===== config.mk =====
export PLATFORM = sky130hd
export DESIGN_NAME = uart_rx_deframer
export DESIGN_NICKNAME = d
export VERILOG_FILES = /design/src/rtl/uart_rx_deframer.sv
export SDC_FILE = /design/constraint.sdc
export NUM_CORES = 1
export LEC_CHECK = 0
export CAP_MARGIN = 30
export CORE_ASPECT_RATIO = 1.5
export CORE_MARGIN = 3
export CORE_UTILIZATION = 60
export DETAILED_ROUTE_END_ITERATION = 6
export PLACE_DENSITY = 0.79
export SLEW_MARGIN = 0
export SYNTH_ARGS = -nofsm -noshare
export SYNTH_HDL_FRONTEND = slang
export SYNTH_SLANG_ARGS = --single-unit

===== constraint.sdc =====
create_clock -name i_Clk -period 6.5 [get_ports i_Clk]
set_clock_uncertainty 0.05 [all_clocks]
set_input_delay 1.3 -clock i_Clk [delete_from_list [all_inputs] [get_ports i_Clk]]
set_output_delay 1.3 -clock i_Clk [all_outputs]
set_load 0.005 [all_outputs]

===== src/rtl/uart_rx_deframer.sv =====
// Packet deframer behind the UART receiver: SYNC, LEN, payload, CHK framing.
// Payload is buffered and released over valid/ready only after the checksum matches.
module uart_rx_deframer #(
  parameter int         p_MAX_LEN      = 16,
  parameter logic [7:0] p_SYNC         = 8'hA5,
  parameter int         p_TIMEOUT_CLKS = 4340
) (
  input  logic       i_Clk,
  input  logic       i_Rst,
  input  logic       i_Rx_Completed,
  input  logic [7:0] i_Rx_Byte,
  output logic       o_Data_Valid,
  input  logic       i_Data_Ready,
  output logic [7:0] o_Data,
  output logic       o_Data_Last,
  output logic       o_Err_Checksum,
  output logic       o_Err_Length,
  output logic       o_Err_Timeout,
  output logic       o_Err_Overrun,
  output logic       o_Busy,
  output logic [2:0] o_State
);

  localparam int AW = (p_MAX_LEN > 1) ? $clog2(p_MAX_LEN) : 1;
  localparam int TW = (p_TIMEOUT_CLKS > 1) ? $clog2(p_TIMEOUT_CLKS) : 1;

  typedef enum logic [2:0] {
    S_IDLE    = 3'd0,
    S_LEN     = 3'd1,
    S_PAYLOAD = 3'd2,
    S_CHK     = 3'd3,
    S_DRAIN   = 3'd4
  } state_t;

  state_t        state;
  logic [7:0]    len_m1;
  logic [7:0]    sum;
  logic [7:0]    wr_ptr;
  logic [7:0]    rd_ptr;
  logic [TW-1:0] tmo_cnt;
  logic [7:0]    mem [p_MAX_LEN];

  logic counting;
  logic tmo_hit;
  logic last;

  // Handshake: o_Data moves when o_Data_Valid && i_Data_Ready on a rising edge;
  // o_Data/o_Data_Last hold while o_Data_Valid is high and i_Data_Ready is low.
  assign counting = (state == S_LEN) || (state == S_PAYLOAD) || (state == S_CHK);
  assign tmo_hit  = counting && !i_Rx_Completed && (tmo_cnt == TW'(p_TIMEOUT_CLKS - 1));
  assign last     = (rd_ptr == len_m1);
  assign o_State  = state;

  always_comb begin
    o_Data      = 8'h00;
    o_Data_Last = 1'b0;
    if (state == S_DRAIN) begin
      o_Data      = mem[rd_ptr[AW-1:0]];
      o_Data_Last = last;
    end
  end

  // Buffer has no reset: it is only read after a full, checked write pass.
  always_ff @(posedge i_Clk) begin
    if (state == S_PAYLOAD && i_Rx_Completed)
      mem[wr_ptr[AW-1:0]] <= i_Rx_Byte;
  end

  always_ff @(posedge i_Clk or posedge i_Rst) begin
    if (i_Rst) begin
      state          <= S_IDLE;
      len_m1         <= 8'h00;
      sum            <= 8'h00;
      wr_ptr         <= 8'h00;
      rd_ptr         <= 8'h00;
      tmo_cnt        <= '0;
      o_Data_Valid   <= 1'b0;
      o_Err_Checksum <= 1'b0;
      o_Err_Length   <= 1'b0;
      o_Err_Timeout  <= 1'b0;
      o_Err_Overrun  <= 1'b0;
      o_Busy         <= 1'b0;
    end else begin
      o_Err_Checksum <= 1'b0;
      o_Err_Length   <= 1'b0;
      o_Err_Timeout  <= 1'b0;
      o_Err_Overrun  <= 1'b0;
      if (counting)
        tmo_cnt <= i_Rx_Completed ? '0 : tmo_cnt + TW'(1);

      if (tmo_hit) begin
        state         <= S_IDLE;
        o_Busy        <= 1'b0;
        o_Err_Timeout <= 1'b1;
        tmo_cnt       <= '0;
      end else begin
        case (state)
          S_IDLE: begin
            if (i_Rx_Completed && i_Rx_Byte == p_SYNC) begin
              state   <= S_LEN;
              o_Busy  <= 1'b1;
              tmo_cnt <= '0;
            end
          end
          S_LEN: begin
            if (i_Rx_Completed) begin
              if (i_Rx_Byte == 8'h00 || i_Rx_Byte > 8'(p_MAX_LEN)) begin
                state        <= S_IDLE;
                o_Busy       <= 1'b0;
                o_Err_Length <= 1'b1;
              end else begin
                len_m1 <= i_Rx_Byte - 8'd1;
                sum    <= i_Rx_Byte;
                wr_ptr <= 8'h00;
                state  <= S_PAYLOAD;
              end
            end
          end
          S_PAYLOAD: begin
            if (i_Rx_Completed) begin
              sum    <= sum + i_Rx_Byte;
              wr_ptr <= wr_ptr + 8'd1;
              if (wr_ptr == len_m1)
                state <= S_CHK;
            end
          end
          S_CHK: begin
            if (i_Rx_Completed) begin
              if (i_Rx_Byte == sum) begin
                state        <= S_DRAIN;
                rd_ptr       <= 8'h00;
                o_Data_Valid <= 1'b1;
              end else begin
                state          <= S_IDLE;
                o_Busy         <= 1'b0;
                o_Err_Checksum <= 1'b1;
              end
            end
          end
          S_DRAIN: begin
            // Any byte arriving while draining is dropped, SYNC included.
            if (i_Rx_Completed)
              o_Err_Overrun <= 1'b1;
            if (o_Data_Valid && i_Data_Ready) begin
              if (last) begin
                state        <= S_IDLE;
                o_Data_Valid <= 1'b0;
                o_Busy       <= 1'b0;
              end else begin
                rd_ptr <= rd_ptr + 8'd1;
              end
            end
          end
          default: begin
            state        <= S_IDLE;
            o_Data_Valid <= 1'b0;
            o_Busy       <= 1'b0;
          end
        endcase
      end
    end
  end

endmodule


Word-level counts from Yosys, hierarchy flattened

Memory sizes are Yosys's and may differ from the RTL's.
Cells that the tools add are included.

Register bits after elaboration: 54
Bits in writable memories: 128
Input port bits: 12
Output and inout bits: 18
Word-level logic and storage cells: 126
Memories kept: 1

$add $sub $neg: 5
Magnitude comparators: 1
Equality and inequality tests: 27
Mux-type cells: 57
Bitwise gates (word level): 3
Reduce and logical (&&, ||, !) cells: 20

Memories:

| memory | words | bits a word | read ports | clocked after memory_dff | write ports | line | text |
|---|---|---|---|---|---|---|---|
| mem    | 16    | 8           | 1          | 0                        | 1           | 41   | `logic [7:0] mem [p_MAX_LEN];` |

Operator list:

| operator                                                              | count |
|---|---|
| 8-bit two-way mux                                                     | 11 |
| 13-bit two-way mux                                                    | 5 |
| 8-bit case mux with 2 select lines                                    | 3 |
| 3-bit two-way mux                                                     | 9 |
| 1-bit two-way mux                                                     | 25 |
| 8-bit equality test                                                   | 3 |
| 3-bit != test, second input constant                                  | 6 |
| 8-bit by 1-bit adder with 8-bit output, second input constant         | 2 |
| 3-bit case mux with 5 select lines                                    | 1 |
| 2-bit != test, second input constant                                  | 7 |
| 13-bit by 1-bit adder with 13-bit output, second input constant       | 1 |
| 13-bit equality test, second input constant                           | 1 |
| 6-bit AND reduction                                                   | 2 |
| 3-bit by 2-bit != test with 1-bit output, second input constant       | 3 |
| 8-bit adder                                                           | 1 |
| 8-bit equality test, second input constant                            | 1 |
| 8-bit by 5-bit > comparator with 1-bit output, second input constant  | 1 |
| 8-bit zero test                                                       | 1 |
| 8-bit AND reduction                                                   | 1 |
| 8-bit by 1-bit subtractor with 8-bit output, second input constant    | 1 |
| 7-bit AND reduction                                                   | 1 |
| 3-bit by 2-bit equality test with 1-bit output, second input constant | 2 |
| 1-bit logical AND                                                     | 5 |
| 1-bit case mux with 5 select lines                                    | 1 |
| 13 further kinds                                                      | 19 |

Depth between registers and ports, before layout

Gate-level depths: netlist of run 1.

Word-level depth: 7
Gate-level depth with buffers: 9
Gate-level depth less buffers: 9

Worst setup path after synthesis of run 1

No wires, ideal clock.

Path kind: input to register
From: input i_Rx_Byte[5]
To: register rd_ptr[6]
Setup time: 78 ps
Arrival time: 3390 ps
Data required time: 6372 ps
Slack: 2983 ps
Stages: 6
Path buffers: 0
Path through: ha_1 -> or4_4 -> nor4_4 -> nor2_2 -> or4_1 -> a21oi_1

Word-level cells in the longest chain between the ends: 3

Ends and longest elaborated chain:

| what                                                      | line | text |
|---|---|---|
| start, declared                                           | 11   | `input logic [7:0] i_Rx_Byte,` |
| 8-bit equality test                                       | 129  | `if (i_Rx_Byte == sum) begin` |
| 2-bit by 1-bit != test with 1-bit output (no source line) | -    |  |
| 6-bit AND reduction (no source line)                      | -    |  |
| end signal, assigned                                      | 150  | `rd_ptr <= rd_ptr + 8'd1;` |
| end, declared                                             | 39   | `logic [7:0] rd_ptr;` |

Every way passes these cells.
A chain may end at the register's enable or synchronous reset.

Worst setup path after layout of run 1

From: register rd_ptr[0]
To: output o_Data[5]

Word-level cells in the longest chain between the ends: 2

Ends and longest elaborated chain:

| what              | line | text |
|---|---|---|
| memory 16 x 8 bit | -    |  |
| 8-bit two-way mux | 57   | `if (state == S_DRAIN) begin` |
| end, declared     | 14   | `output logic [7:0] o_Data,` |

Every way passes these cells.

==> reports/metrics.sh, run 1 <==
STATUS='finished, final reports clean'
MAX_FREQ_MHz=210
HOLD_PATH_END='sum[2]$_DFFE_PP0P_'
CTS_HOLD_BUFFERS=0
SYNTH.DISTINCT_CELLS=57
FINAL-INSTANCE-COUNT-EXCL-FILL=771
TIMING.HOLD.WORST.START='sum[2]$_DFFE_PP0P_'
REG2REG_SETUP_SLACK_NS=3.10
SYN_AREA_UM2=8130
CLOCK_SINK_COUNT=182
DRT_ITER0_MARKERS=337
FINISH.NET_COUNT=627
INTERNAL_POWER_mW=1.85
DIE_HEIGHT_UM=149
GRT_FIRST_PASS_WIRELENGTH_MM=27.6
GRT_START_MAX_NET_PINS=55
LAYOUT-DRIVE-GT1-SHARE=0.172
REQUIRED_NS=5.15
YOSYSWARNINGS=0
DP_HPWL_MM=11.9
DIODES=0
TIMING.FINAL.SETUP_VIOLATIONS=0
DIE_AREA_UM2=15000
ANTENNA_VIOLATIONS_BEFORE_REPAIR=0
GRT_PASS1_VIAS=5051
DP_CELLS=734
POWER.SHARE.CLOCK=0.432
LAYOUT_COMMONEST_CELL='sky130_fd_sc_hd__edfxtp_1'
WORST_SLEW_MARGIN_REL=0.313
FINISH.INSTANCE_AREA_UM2=9260
ROUTE.VIAS.TOTAL=4841
WORSTSKEWPAIRLATENCY_NS=0.42
SYNTH.NET_COUNT=582
POST_SYNTH.CELL_AREA_AVG_UM2=14.7
SETUP_TOTAL_NEGATIVE_SLACK_NS=0
SWITCHING_SHARE=0.199
CTS_ROOT_BUFFER='sky130_fd_sc_hd__clkbuf_16'
HOLD_PATH.CLASS='flop to flop'
CELLLEAKAGEPOWER_nW=3.33
CTS_TREE='built'
POWER_FRAC_SEQ=0.540
CLKSLEWWORSTSETUPHOLDPATHS_NS=0.06
FINAL_CELL_MIX='sky130_fd_sc_hd__edfxtp_1, sky130_fd_sc_hd__nor2_1, sky130_fd_sc_hd__dfrtp_1, sky130_fd_sc_hd__mux4_2, sky130_fd_sc_hd__nand2_1'
SYNTH_EDF_COUNT=128
FP-ROW-COUNT=51
CHIPWIDTH_UM=101
CRIT-REG2REG-LAUNCH='rd_ptr[0]$_DFFE_PP0P_'
FIN_TOTAL_PWR_mW=2.32
PLACEMENT.CELL_AREA_UM2=8630
DETAIL_ROUTE.WL_PER_CELL_UM=22.9
PIN_COUNT=30
LAYOUT_WORST_PATH_CYCLE_SHARE=0.732
DRT-TOTAL-WL_MM=17.6
NUMCTSBUFFERS=17
CAP_VIOLATIONS=0
NETSWITCHINGPOWER_mW=0.460
TOTAL_ITERATIONS_OF_THE_FIRST_DETAILED_ROUTING_RUN=5
PLACE_CONGESTION=0.843
END_KIND='primary output'
TIGHTEST_SLEW_NS=1.03
ASYNC_SET_OR_RESET_FLOP_FRACTION_IN_THE_SYNTHESIZED_NETLIST=0.297
DOMINANTREGCELLSYNTH='sky130_fd_sc_hd__edfxtp_1'
INITIAL_UTILIZATION=0.618
GR-TOTAL-OVERFLOW=0
RR_WORST_DEPTH=7
COMB_POWER_SHARE=0.029
POST_LAYOUT_MINIMUM_CYCLE_TIME_NS=4.76
WORSTPATHMAXFANOUT=25
GRT_SETUP_UNREPAIRED='false'
YOSYS_REGISTER_BITS=182
SYNTH_CELLS=554
DESIGN.CORE.AREA_UM2=13100
RR_ENDPOINT='o_State[0]$_DFFE_PP0P_'
POWER.DENSITY_nW_PER_UM2=250
VDD_IR_DROP_MAX_mV=0.170
PORT_BUFFER_COUNT=29
VIASPERCELL=6.28
AREA_GROWTH_SYN_TO_LAYOUT_PCT=13.9
CTS_MAX_LEVEL=4
GLOBALROUTETOTALUTIL=0.253
POST-CTS-SETUP-BUFFER-COUNT=0
START_KIND='flop'
MIN_DELAY_PATH_DEPTH=2
CLOCK_TREE.BUFFER_DEPTH=2
TIMING.FINAL.HOLD_VIOLATIONS=0
CP_DATA_ARRIVAL_TIME_NS=3.41
DRV_SLEW=0
DRC=0
CTSRESIZECOUNT=0
CRIT_TYPE='flop to primary output'
ANT_NETS=0
PART_OF_THE_YOSYS_AREA_USED_FOR_SEQUENTIAL_ELEMENTS=0.639
## flip-flops by register name, summed over array words and instances (netlist names)
name            count
o_Err_Checksum      1
sum                 8
o_Busy              1
o_Err_Overrun       1
wr_ptr              8
tmo_cnt            13
o_Err_Length        1
o_State             3
o_Err_Timeout       1
mem               128
rd_ptr              8
len_m1              8
o_Data_Valid        1
## Yosys cell counts, types with 2 or more instances
cell type                  count  area, um^2
sky130_fd_sc_hd__clkbuf_1     14        52.6
sky130_fd_sc_hd__nand2_1      33         124
sky130_fd_sc_hd__inv_1        14        52.6
sky130_fd_sc_hd__and3_1        7        43.8
sky130_fd_sc_hd__ha_1         15         188
sky130_fd_sc_hd__edfxtp_1    128        3840
sky130_fd_sc_hd__mux2i_1       2        20.0
sky130_fd_sc_hd__nor2b_1      14        87.6
sky130_fd_sc_hd__o31ai_1       3        22.5
sky130_fd_sc_hd__a31oi_1       2        12.5
sky130_fd_sc_hd__nor3_1       14        70.1
sky130_fd_sc_hd__xnor2_1      16         140
sky130_fd_sc_hd__nor4_1        5        31.3
sky130_fd_sc_hd__a22oi_1       2        15.0
sky130_fd_sc_hd__and2_1        2        12.5
sky130_fd_sc_hd__a211oi_1      2        15.0
sky130_fd_sc_hd__and4_1        3        26.3
sky130_fd_sc_hd__o21ai_0      18        90.1
sky130_fd_sc_hd__dfrtp_1      54        1350
sky130_fd_sc_hd__buf_1         2        7.51
sky130_fd_sc_hd__xor2_1       26         228
sky130_fd_sc_hd__mux4_2       40         901
sky130_fd_sc_hd__or2_2         3        18.8
sky130_fd_sc_hd__buf_2         6        30.0
sky130_fd_sc_hd__a21oi_1      13        65.1
sky130_fd_sc_hd__nand4_1       4        25.0
sky130_fd_sc_hd__nor4_2        2        25.0
sky130_fd_sc_hd__nand3_1      14        70.1
sky130_fd_sc_hd__o22ai_1       2        12.5
sky130_fd_sc_hd__or3_1         2        12.5
sky130_fd_sc_hd__nand2b_1      8        50.1
sky130_fd_sc_hd__o21a_1        5        37.5
sky130_fd_sc_hd__nor2_1       55         206
## through the flow
step	util	setup slack, ns	hold WS, ns
after global routing	0.704	1.55	0.478
after floorplan	-	2.98	0.404
after global placement	0.652	2.05	0.422
after detailed placement	0.657	1.98	0.432
final	0.704	1.74	0.458
after CTS	0.702	1.66	0.447
## worst max path at each step
stage | from | end | slack [ns] | cells past startpoint
2_1_floorplan | i_Rx_Byte[5] | rd_ptr[6]$_DFFE_PP0P_ | 2.98 | 6
3_3_place_gp | i_Rx_Byte[3] | rd_ptr[6]$_DFFE_PP0P_ | 2.05 | 7
3_5_place_dp | i_Rx_Byte[3] | rd_ptr[6]$_DFFE_PP0P_ | 1.98 | 7
4_1_cts | rd_ptr[0]$_DFFE_PP0P_ | o_Data[5] | 1.66 | 5
5_1_grt | rd_ptr[0]$_DFFE_PP0P_ | o_Data[3] | 1.55 | 5
6_report | rd_ptr[0]$_DFFE_PP0P_ | o_Data[5] | 1.74 | 5
## metal layers
metal  up-vias  routed length (um)  global-route usage
li1       2172                   -                   -
met2       180                9810               0.442
met1      2452                6500               0.307
met3        37                 871              0.0544
met4         0                 456              0.0918
met5         -                   0                   0
## cell type report
type                       instances  area, um^2
clock buffer                      22         497
clock inverter                    10        92.6
multi-input combinational        335        2780
timing repair buffer              49         443
sequential                       182        5200
fill                             828        3890
inverter                          14        52.6
tap                              159         199
## power by group through the flow
stage	Combinational, mW	Sequential [mW]	Clock, mW
6_report	0.0665	1.25	0.999
5_1_grt	0.0742	1.25	1.06
4_1_cts	0.0670	1.25	1.02
3_5_place_dp	0.0667	1.27	0
3_3_place_gp	0.0642	1.27	0
2_1_floorplan	0.0325	1.27	0
## kinds of logic (layout without fill, tap and decap cells)
kind of cell / after synthesis / after routing / share of synthesized area
simple gates: 176 / 176 / 0.111
compound gates: 59 / 59 / 0.0465
fa+ha+maj: 16 / 16 / 0.0256
xor+xnor: 42 / 42 / 0.0453
buf+inv: 37 / 95 / 0.0192
flops: 182 / 182 / 0.639
mux: 42 / 42 / 0.113
## worst max-delay path: stages (launching register included)
cell	delay (ns)
sky130_fd_sc_hd__dfrtp_2	0.89
sky130_fd_sc_hd__buf_4	0.41
sky130_fd_sc_hd__mux4_2	0.57
sky130_fd_sc_hd__mux4_2	0.49
sky130_fd_sc_hd__nor2b_1	0.15
sky130_fd_sc_hd__clkdlybuf4s50_1	0.46
No activity file was read; power rests on OpenSTA's default activity.
==> inputs of run 2 (changes only) <==
--- a/config.mk
+++ b/config.mk
@@ -8,9 +8,9 @@
 export CAP_MARGIN = 30
 export CORE_ASPECT_RATIO = 1.5
 export CORE_MARGIN = 3
-export CORE_UTILIZATION = 60
+export CORE_UTILIZATION = 55
 export DETAILED_ROUTE_END_ITERATION = 6
-export PLACE_DENSITY = 0.79
+export PLACE_DENSITY = 0.76
 export SLEW_MARGIN = 0
 export SYNTH_ARGS = -nofsm -noshare
 export SYNTH_HDL_FRONTEND = slang
==> constraint.sdc (replaced) <==
create_clock -name i_Clk -period 4.2 [get_ports i_Clk]
set_clock_uncertainty 0.05 [all_clocks]
set_input_delay 0.84 -clock i_Clk [delete_from_list [all_inputs] [get_ports i_Clk]]
set_output_delay 0.84 -clock i_Clk [all_outputs]
set_load 0.005 [all_outputs]
==> reports/metrics.sh, run 2 (synthesized netlist as in run 1, its figures left out) <==
STATUS='finished, final reports clean'  # unchanged
AREA_GROWTH_SYN_TO_LAYOUT_PCT=15.3  # was 13.9%
INITIAL_UTILIZATION=0.570  # was 0.618
DIE_HEIGHT_UM=155  # was 149 um
WL_MET3_UM=472  # was 871 um
WORSTPATHMAXFANOUT=32  # was 25
FILLER_CELL_COUNT=1013  # was 828
TOTAL_ITERATIONS_OF_THE_FIRST_DETAILED_ROUTING_RUN=6  # was 5
PLACE_CONGESTION=0.869  # was 0.843
VIASPERCELL=5.86  # was 6.28
DIODES=0  # unchanged
GRT_PASS1_VIAS=5189  # was 5051
PRE_CTS_SLACK_NS=0.621  # was 1.98 ns
CAP_VIOLATIONS=0  # unchanged
CLOCK_SINK_COUNT=182  # unchanged
CTS_MAX_LEVEL=4  # unchanged
LAYOUT_WORST_PATH_CYCLE_SHARE=0.906
GR-TOTAL-OVERFLOW=0  # unchanged
LAYOUT_COMMONEST_CELL='sky130_fd_sc_hd__edfxtp_1'  # unchanged
PIN_COUNT=30  # unchanged
FINAL_CELL_MIX='sky130_fd_sc_hd__edfxtp_1, sky130_fd_sc_hd__nor2_1, sky130_fd_sc_hd__dfrtp_1, sky130_fd_sc_hd__mux4_2'  # was sky130_fd_sc_hd__edfxtp_1, sky130_fd_sc_hd__nor2_1, sky130_fd_sc_hd__dfrtp_1, sky130_fd_sc_hd__mux4_2, sky130_fd_sc_hd__nand2_1
CELLLEAKAGEPOWER_nW=3.37  # was 3.33 nW
CTSRESIZECOUNT=0  # unchanged
FINAL_CORE_UTIL=0.658  # was 0.704
REQUIRED_NS=3.31  # was 5.15 ns
CP_COMMON_CELL='sky130_fd_sc_hd__mux4_2'  # unchanged
POST-ROUTE-WORST-SETUP-SLACK_NS=0.396  # was 1.74 ns
FLIP_FLOP_COUNT_OF_THE_LARGEST_REGISTER_ALL_COPIES_AND_WORDS_ADDED=128  # unchanged
CTS_ROOT_BUFFER='sky130_fd_sc_hd__clkbuf_16'  # unchanged
DP_HPWL_MM=11.8  # was 11.9 mm
TIMING.FINAL.SETUP_VIOLATIONS=0  # unchanged
POST-CTS-SETUP-BUFFER-COUNT=0  # unchanged
TIMING.CRITICAL_PATH.BUF_INV=2  # unchanged
CPMAXSTAGEDELAYCELL='sky130_fd_sc_hd__mux4_2'  # was sky130_fd_sc_hd__dfrtp_2
WORST_SLEW_MARGIN_REL=0.453  # was 0.313
CLOCK_TREE.BUFFER_DEPTH=2  # unchanged
DRT_ITER0_MARKERS=291  # was 337
LAYOUT-DRIVE-GT1-SHARE=0.185  # was 0.172
POST_LAYOUT_MINIMUM_CYCLE_TIME_NS=3.80
FINISH.NET_COUNT=641  # was 627
START_KIND='flop'  # unchanged
POWER.DENSITY_nW_PER_UM2=375  # was 250 nW/um^2
DRT-TOTAL-WL_MM=17.1  # was 17.6 mm
END_KIND='primary output'  # unchanged
ANT_NETS=0  # unchanged
MAX_FREQ_MHz=263
TIMING.FINAL.HOLD_VIOLATIONS=0  # unchanged
GRT_SETUP_UNREPAIRED='false'  # unchanged
GRT_FIRST_PASS_WIRELENGTH_MM=27.3  # was 27.6 mm
WORSTSKEWPAIRLATENCY_NS=0.42  # about the same
MAX_STAGE_DELAY_NS=0.58  # was 0.89 ns
CP_CELL_SEQUENCE='buf_12 -> mux4_2 -> mux4_2 -> nor2b_1 -> clkdlybuf4s50_1'  # was buf_4 -> mux4_2 -> mux4_2 -> nor2b_1 -> clkdlybuf4s50_1
PORT_BUFFER_COUNT=29  # unchanged
DESIGN.CORE.AREA_UM2=14300  # was 13100 um^2
NUMCTSBUFFERS=17  # unchanged
TIMING.CRITICAL_PATH.MAX_DELAY_FAMILY='multiplexers'  # unchanged
VDD_IR_DROP_MAX_mV=0.255  # was 0.170 mV
CRIT_TYPE='flop to primary output'  # unchanged
DRV_SLEW=0  # unchanged
GLOBALROUTETOTALUTIL=0.221  # was 0.253
ANTENNA_VIOLATIONS_BEFORE_REPAIR=0  # unchanged
GRT_START_MAX_NET_PINS=39  # was 55
CTS_TREE='built'  # unchanged
CP_DATA_ARRIVAL_TIME_NS=2.91  # was 3.41 ns
ROUTE.VIAS.TOTAL=4790  # was 4841
WL_MET1_MM=6.42  # was 6.50 mm
CLKSLEWWORSTSETUPHOLDPATHS_NS=0.07  # was 0.06 ns
SETUP_TOTAL_NEGATIVE_SLACK_NS=0  # unchanged
CTS_HOLD_BUFFERS=0  # unchanged
FP-ROW-COUNT=53  # was 51
DETAIL_ROUTE.WL_PER_CELL_UM=20.9  # was 22.9 um
HOLD_PATH.CLASS='flop to flop'  # unchanged
DRC=0  # unchanged
DIE_AREA_UM2=16300  # was 15000 um^2
FIN_TOTAL_PWR_mW=3.52  # was 2.32 mW
MET2_LENGTH_MM=9.77  # was 9.81 mm
TIGHTEST_SLEW_NS=0.819  # was 1.03 ns
CHIPWIDTH_UM=105  # was 101 um
TOPROUTINGLAYERUSED='met4'  # unchanged
==> run 2: cell types whose count changed in the layout (fill, tap and decap cells not counted), sizes merged <==
cell      before  now
buf           19   34
clkbuf        23   20
clkinvlp       1    4
inv           16   15
==> run 2: area by class of cell <==
| cell class | count | area [um^2] | share of cell area |
|---|---|---|---|
| Clock buffer | 20 | 447 | 0.0476 |
| Multi-Input combinational cell | 335 | 2780 | 0.296 |
| Clock inverter | 12 | 105 | 0.0112 |
| Timing Repair Buffer | 63 | 558 | 0.0595 |
| Inverter | 14 | 52.6 | 0.00561 |
| Sequential cell | 182 | 5200 | 0.554 |
| Tap cell | 192 | 240 | 0.0256 |
==> run 2: path summary, 6_finish.rpt <==
kind | startpoint | depth (start not counted) | endpoint | slack [ns]
hold / removal | sum[4]$_DFFE_PP0P_ | 2 | sum[4]$_DFFE_PP0P_ | 0.46
setup reg to reg | rd_ptr[1]$_DFFE_PP0P_ | 7 | o_State[0]$_DFFE_PP0P_ | 1.24
max in group asynchronous | i_Rst | 3 | rd_ptr[7]$_DFFE_PP0P_ | 2.50
setup / recovery | rd_ptr[0]$_DFFE_PP0P_ | 5 | o_Data[0] | 0.40
min in group asynchronous | i_Rst | 2 | sum[0]$_DFFE_PP0P_ | 0.85
hold reg to reg | sum[4]$_DFFE_PP0P_ | 2 | sum[4]$_DFFE_PP0P_ | 0.46
==> run 2: metrics by stage <==
stage	cells	instance area, um^2	hold WS, ns
5_1_grt	818	9380	0.491
2_1_floorplan	554	8130	0.404
3_3_place_gp	786	8820	0.419
4_1_cts	818	9380	0.459
3_5_place_dp	786	8820	0.444
6_report	818	9380	0.463
==> run 2: metal layers <==
layer  track usage  vias up
met2         0.423      135
li1              -     2201
met4        0.0832        0
met1         0.245     2415
met5             0        -
met3        0.0340       39
==> run 2: power breakdown <==
group | total [mW] | switching [mW] | internal [mW]
registers | 1.93 | 0.00341 | 1.93
clock network | 1.47 | 0.642 | 0.830
logic | 0.114 | 0.0707 | 0.0431
==> run 2: tightest hold or removal path: stages, from the launching register on <==
cell	delay, ns
sky130_fd_sc_hd__dfrtp_1	0.36
sky130_fd_sc_hd__nand2_1	0.05
sky130_fd_sc_hd__o21ai_0	0.07
==> inputs of run 3 (changes only) <==
--- a/config.mk
+++ b/config.mk
@@ -7,7 +7,6 @@
 export LEC_CHECK = 0
 export CAP_MARGIN = 30
 export CORE_ASPECT_RATIO = 1.5
-export CORE_MARGIN = 3
 export CORE_UTILIZATION = 55
 export DETAILED_ROUTE_END_ITERATION = 6
 export PLACE_DENSITY = 0.76
==> reports/metrics.sh, run 3 (synthesized netlist as in run 1, its figures left out) <==
TIMING.HOLD.WORST.START='sum[4]$_DFFE_PP0P_'  # unchanged
DETAIL_ROUTE.WL_PER_CELL_UM=21.1  # was 20.9 um
GR-TOTAL-OVERFLOW=0  # unchanged
POST_LAYOUT_MINIMUM_CYCLE_TIME_NS=3.92  # was 3.80 ns
HOLD_PATH.CLASS='flop to flop'  # unchanged
START_KIND='flop'  # unchanged
POST-CTS-SETUP-BUFFER-COUNT=0  # unchanged
REG2REG_SETUP_SLACK_NS=1.28  # was 1.24 ns
DRV_SLEW=0  # unchanged
POWER_FRAC_SEQ=0.542  # was 0.549
DIE_HEIGHT_UM=151  # was 155 um
FINISH.NET_COUNT=640  # was 641
COMB_POWER_SHARE=0.032  # about the same
MAX_FREQ_MHz=255  # was 263 MHz
INITIAL_UTILIZATION=0.562  # was 0.570
FLIP_FLOP_COUNT_OF_THE_LARGEST_REGISTER_ALL_COPIES_AND_WORDS_ADDED=128  # unchanged
AREA_GROWTH_SYN_TO_LAYOUT_PCT=15.4  # was 15.3%
TOTAL_ITERATIONS_OF_THE_FIRST_DETAILED_ROUTING_RUN=5  # was 6
TIMING.FINAL.SETUP_VIOLATIONS=0  # unchanged
POWER.SHARE.CLOCK=0.426  # was 0.418
CELLLEAKAGEPOWER_nW=3.38  # was 3.37 nW
TIMING.CRITICAL_PATH.MAX_DELAY_FAMILY='multiplexers'  # unchanged
DRT_ITER0_MARKERS=405  # was 291
PLACE_CONGESTION=0.880  # was 0.869
TIMING.FINAL.HOLD_VIOLATIONS=0  # unchanged
CRIT_TYPE='flop to primary output'  # unchanged
DRC=0  # unchanged
CTS_ROOT_BUFFER='sky130_fd_sc_hd__clkbuf_16'  # unchanged
CP_COMMON_CELL='sky130_fd_sc_hd__mux4_2'  # unchanged
LAYOUT-DRIVE-GT1-SHARE=0.187  # was 0.185
GLOBALROUTETOTALUTIL=0.253  # was 0.221
CP_CELL_SEQUENCE='buf_12 -> mux4_2 -> mux4_2 -> nor2b_1 -> clkdlybuf4s50_1'  # unchanged
CRITICAL_PATH.STARTPOINT='rd_ptr[0]$_DFFE_PP0P_'  # unchanged
CTS_HOLD_BUFFERS=0  # unchanged
END_KIND='primary output'  # unchanged
STATUS='finished, final reports clean'  # unchanged
GRT_PASS1_VIAS=5090  # was 5189
GRT_START_MAX_NET_PINS=37  # was 39
ANT_NETS=0  # unchanged
ROUTE.VIAS.TOTAL=4861  # was 4790
VIASPERCELL=5.92  # was 5.86
WORSTSKEWPAIRLATENCY_NS=0.43  # was 0.42 ns
FP-ROW-COUNT=54  # was 53
SWITCHING_SHARE=0.226  # was 0.204
FINAL_CELL_MIX='sky130_fd_sc_hd__edfxtp_1, sky130_fd_sc_hd__nor2_1, sky130_fd_sc_hd__dfrtp_1, sky130_fd_sc_hd__mux4_2, sky130_fd_sc_hd__nand2_1'  # was sky130_fd_sc_hd__edfxtp_1, sky130_fd_sc_hd__nor2_1, sky130_fd_sc_hd__dfrtp_1, sky130_fd_sc_hd__mux4_2
TIGHTEST_SLEW_NS=0.867  # was 0.819 ns
NETSWITCHINGPOWER_mW=0.803  # was 0.716 mW
CLOCK_SINK_COUNT=182  # unchanged
CPMAXSTAGEDELAYCELL='sky130_fd_sc_hd__dfrtp_2'  # was sky130_fd_sc_hd__mux4_2
VDD_IR_DROP_MAX_mV=0.254  # was 0.255 mV
NUMCTSBUFFERS=17  # unchanged
PORT_BUFFER_COUNT=29  # unchanged
INTERNAL_POWER_mW=2.76  # was 2.80 mW
DRT-TOTAL-WL_MM=17.3  # was 17.1 mm
CHIPWIDTH_UM=101  # was 105 um
DIE_AREA_UM2=15300  # was 16300 um^2
CTS_MAX_LEVEL=4  # unchanged
LAYOUT_COMMONEST_CELL='sky130_fd_sc_hd__edfxtp_1'  # unchanged
DP_CELLS=789  # was 786
MAX_STAGE_DELAY_NS=0.63  # was 0.58 ns
CP_DATA_ARRIVAL_TIME_NS=3.03  # was 2.91 ns
DIODES=0  # unchanged
PIN_COUNT=30  # unchanged
WORSTPATHMAXFANOUT=25  # was 32
TIMING.CRITICAL_PATH.BUF_INV=2  # unchanged
FINAL-INSTANCE-COUNT-EXCL-FILL=821  # was 818
CTSRESIZECOUNT=0  # unchanged
POWER.DENSITY_nW_PER_UM2=379  # was 375 nW/um^2
CTS_TREE='built'  # unchanged
GRT_FIRST_PASS_WIRELENGTH_MM=28.1  # was 27.3 mm
DP_HPWL_MM=11.8  # about the same
CLKSLEWWORSTSETUPHOLDPATHS_NS=0.07  # about the same
REQUIRED_NS=3.31  # about the same
SETUP_TOTAL_NEGATIVE_SLACK_NS=0  # unchanged
LAYOUT_WORST_PATH_CYCLE_SHARE=0.934  # was 0.906
CLOCK_TREE.BUFFER_DEPTH=2  # unchanged
CAP_VIOLATIONS=0  # unchanged
HOLD_WS_NS=0.446  # was 0.463 ns
DESIGN.CORE.AREA_UM2=14500  # was 14300 um^2
ANTENNA_VIOLATIONS_BEFORE_REPAIR=0  # unchanged
CRIT-REG2REG-LAUNCH='rd_ptr[0]$_DFFE_PP0P_'  # was rd_ptr[1]$_DFFE_PP0P_
WORST_SLEW_MARGIN_REL=0.420  # was 0.453
GRT_SETUP_UNREPAIRED='false'  # unchanged
[run 3: power by group through the flow]
stage               registers, mW  clock network [mW]  logic (mW)
CTS                          1.93                1.53       0.114
floorplan                    1.97                   0      0.0504
detailed placement           1.97                   0       0.114
global placement             1.97                   0       0.108
global route                 1.93                1.61       0.125
finish                       1.93                1.52       0.114
[run 3: worst min-delay path: cells and delay by family (launching register included)]
| kind | cells | cell delay, ns |
|---|---|---|
| AOI/OAI and AO/OA | 1 | 0.06 |
| DFF | 1 | 0.35 |
| and+or+nand+nor | 1 | 0.05 |
[run 3: worst paths after layout]
check                                               to  depth (start not counted)
worst max-delay path                         o_Data[4]                          5
worst min-delay path                sum[4]$_DFFE_PP0P_                          2
worst max register to register  o_State[0]$_DFFE_PP0P_                          7
worst min register to register      sum[4]$_DFFE_PP0P_                          2
max in group asynchronous        len_m1[4]$_DFFE_PP0P_                          3
min in group asynchronous           sum[3]$_DFFE_PP0P_                          2
[run 3: through the flow]
step	power (mW)	worst slack, ns	instance area, um^2	util
global route	3.66	0.139	9380	0.649
floorplan	2.02	1.14	8130	-
global placement	2.08	0.647	8820	0.610
CTS	3.57	0.241	9380	0.649
detailed placement	2.08	0.625	8820	0.610
finish	3.56	0.277	9380	0.649
[run 3: area by class of cell]
class                   instances  area (um^2)
clock buffers                  18          429
repair buffers                 62          551
flip-flops and latches        182         5200
clock inverters                14          131
inverters                      14         52.6
well taps                     196          245
fillers                      1056         5080
multi-input cells             335         2780
[run 3: metal layers]
layer	vias up	GRT usage	share of wire
met1	2504	0.307	0.38
met2	115	0.456	0.56
li1	2207	-	-
met4	0	0.0920	0.022
met5	-	0	0
met3	35	0.0378	0.034
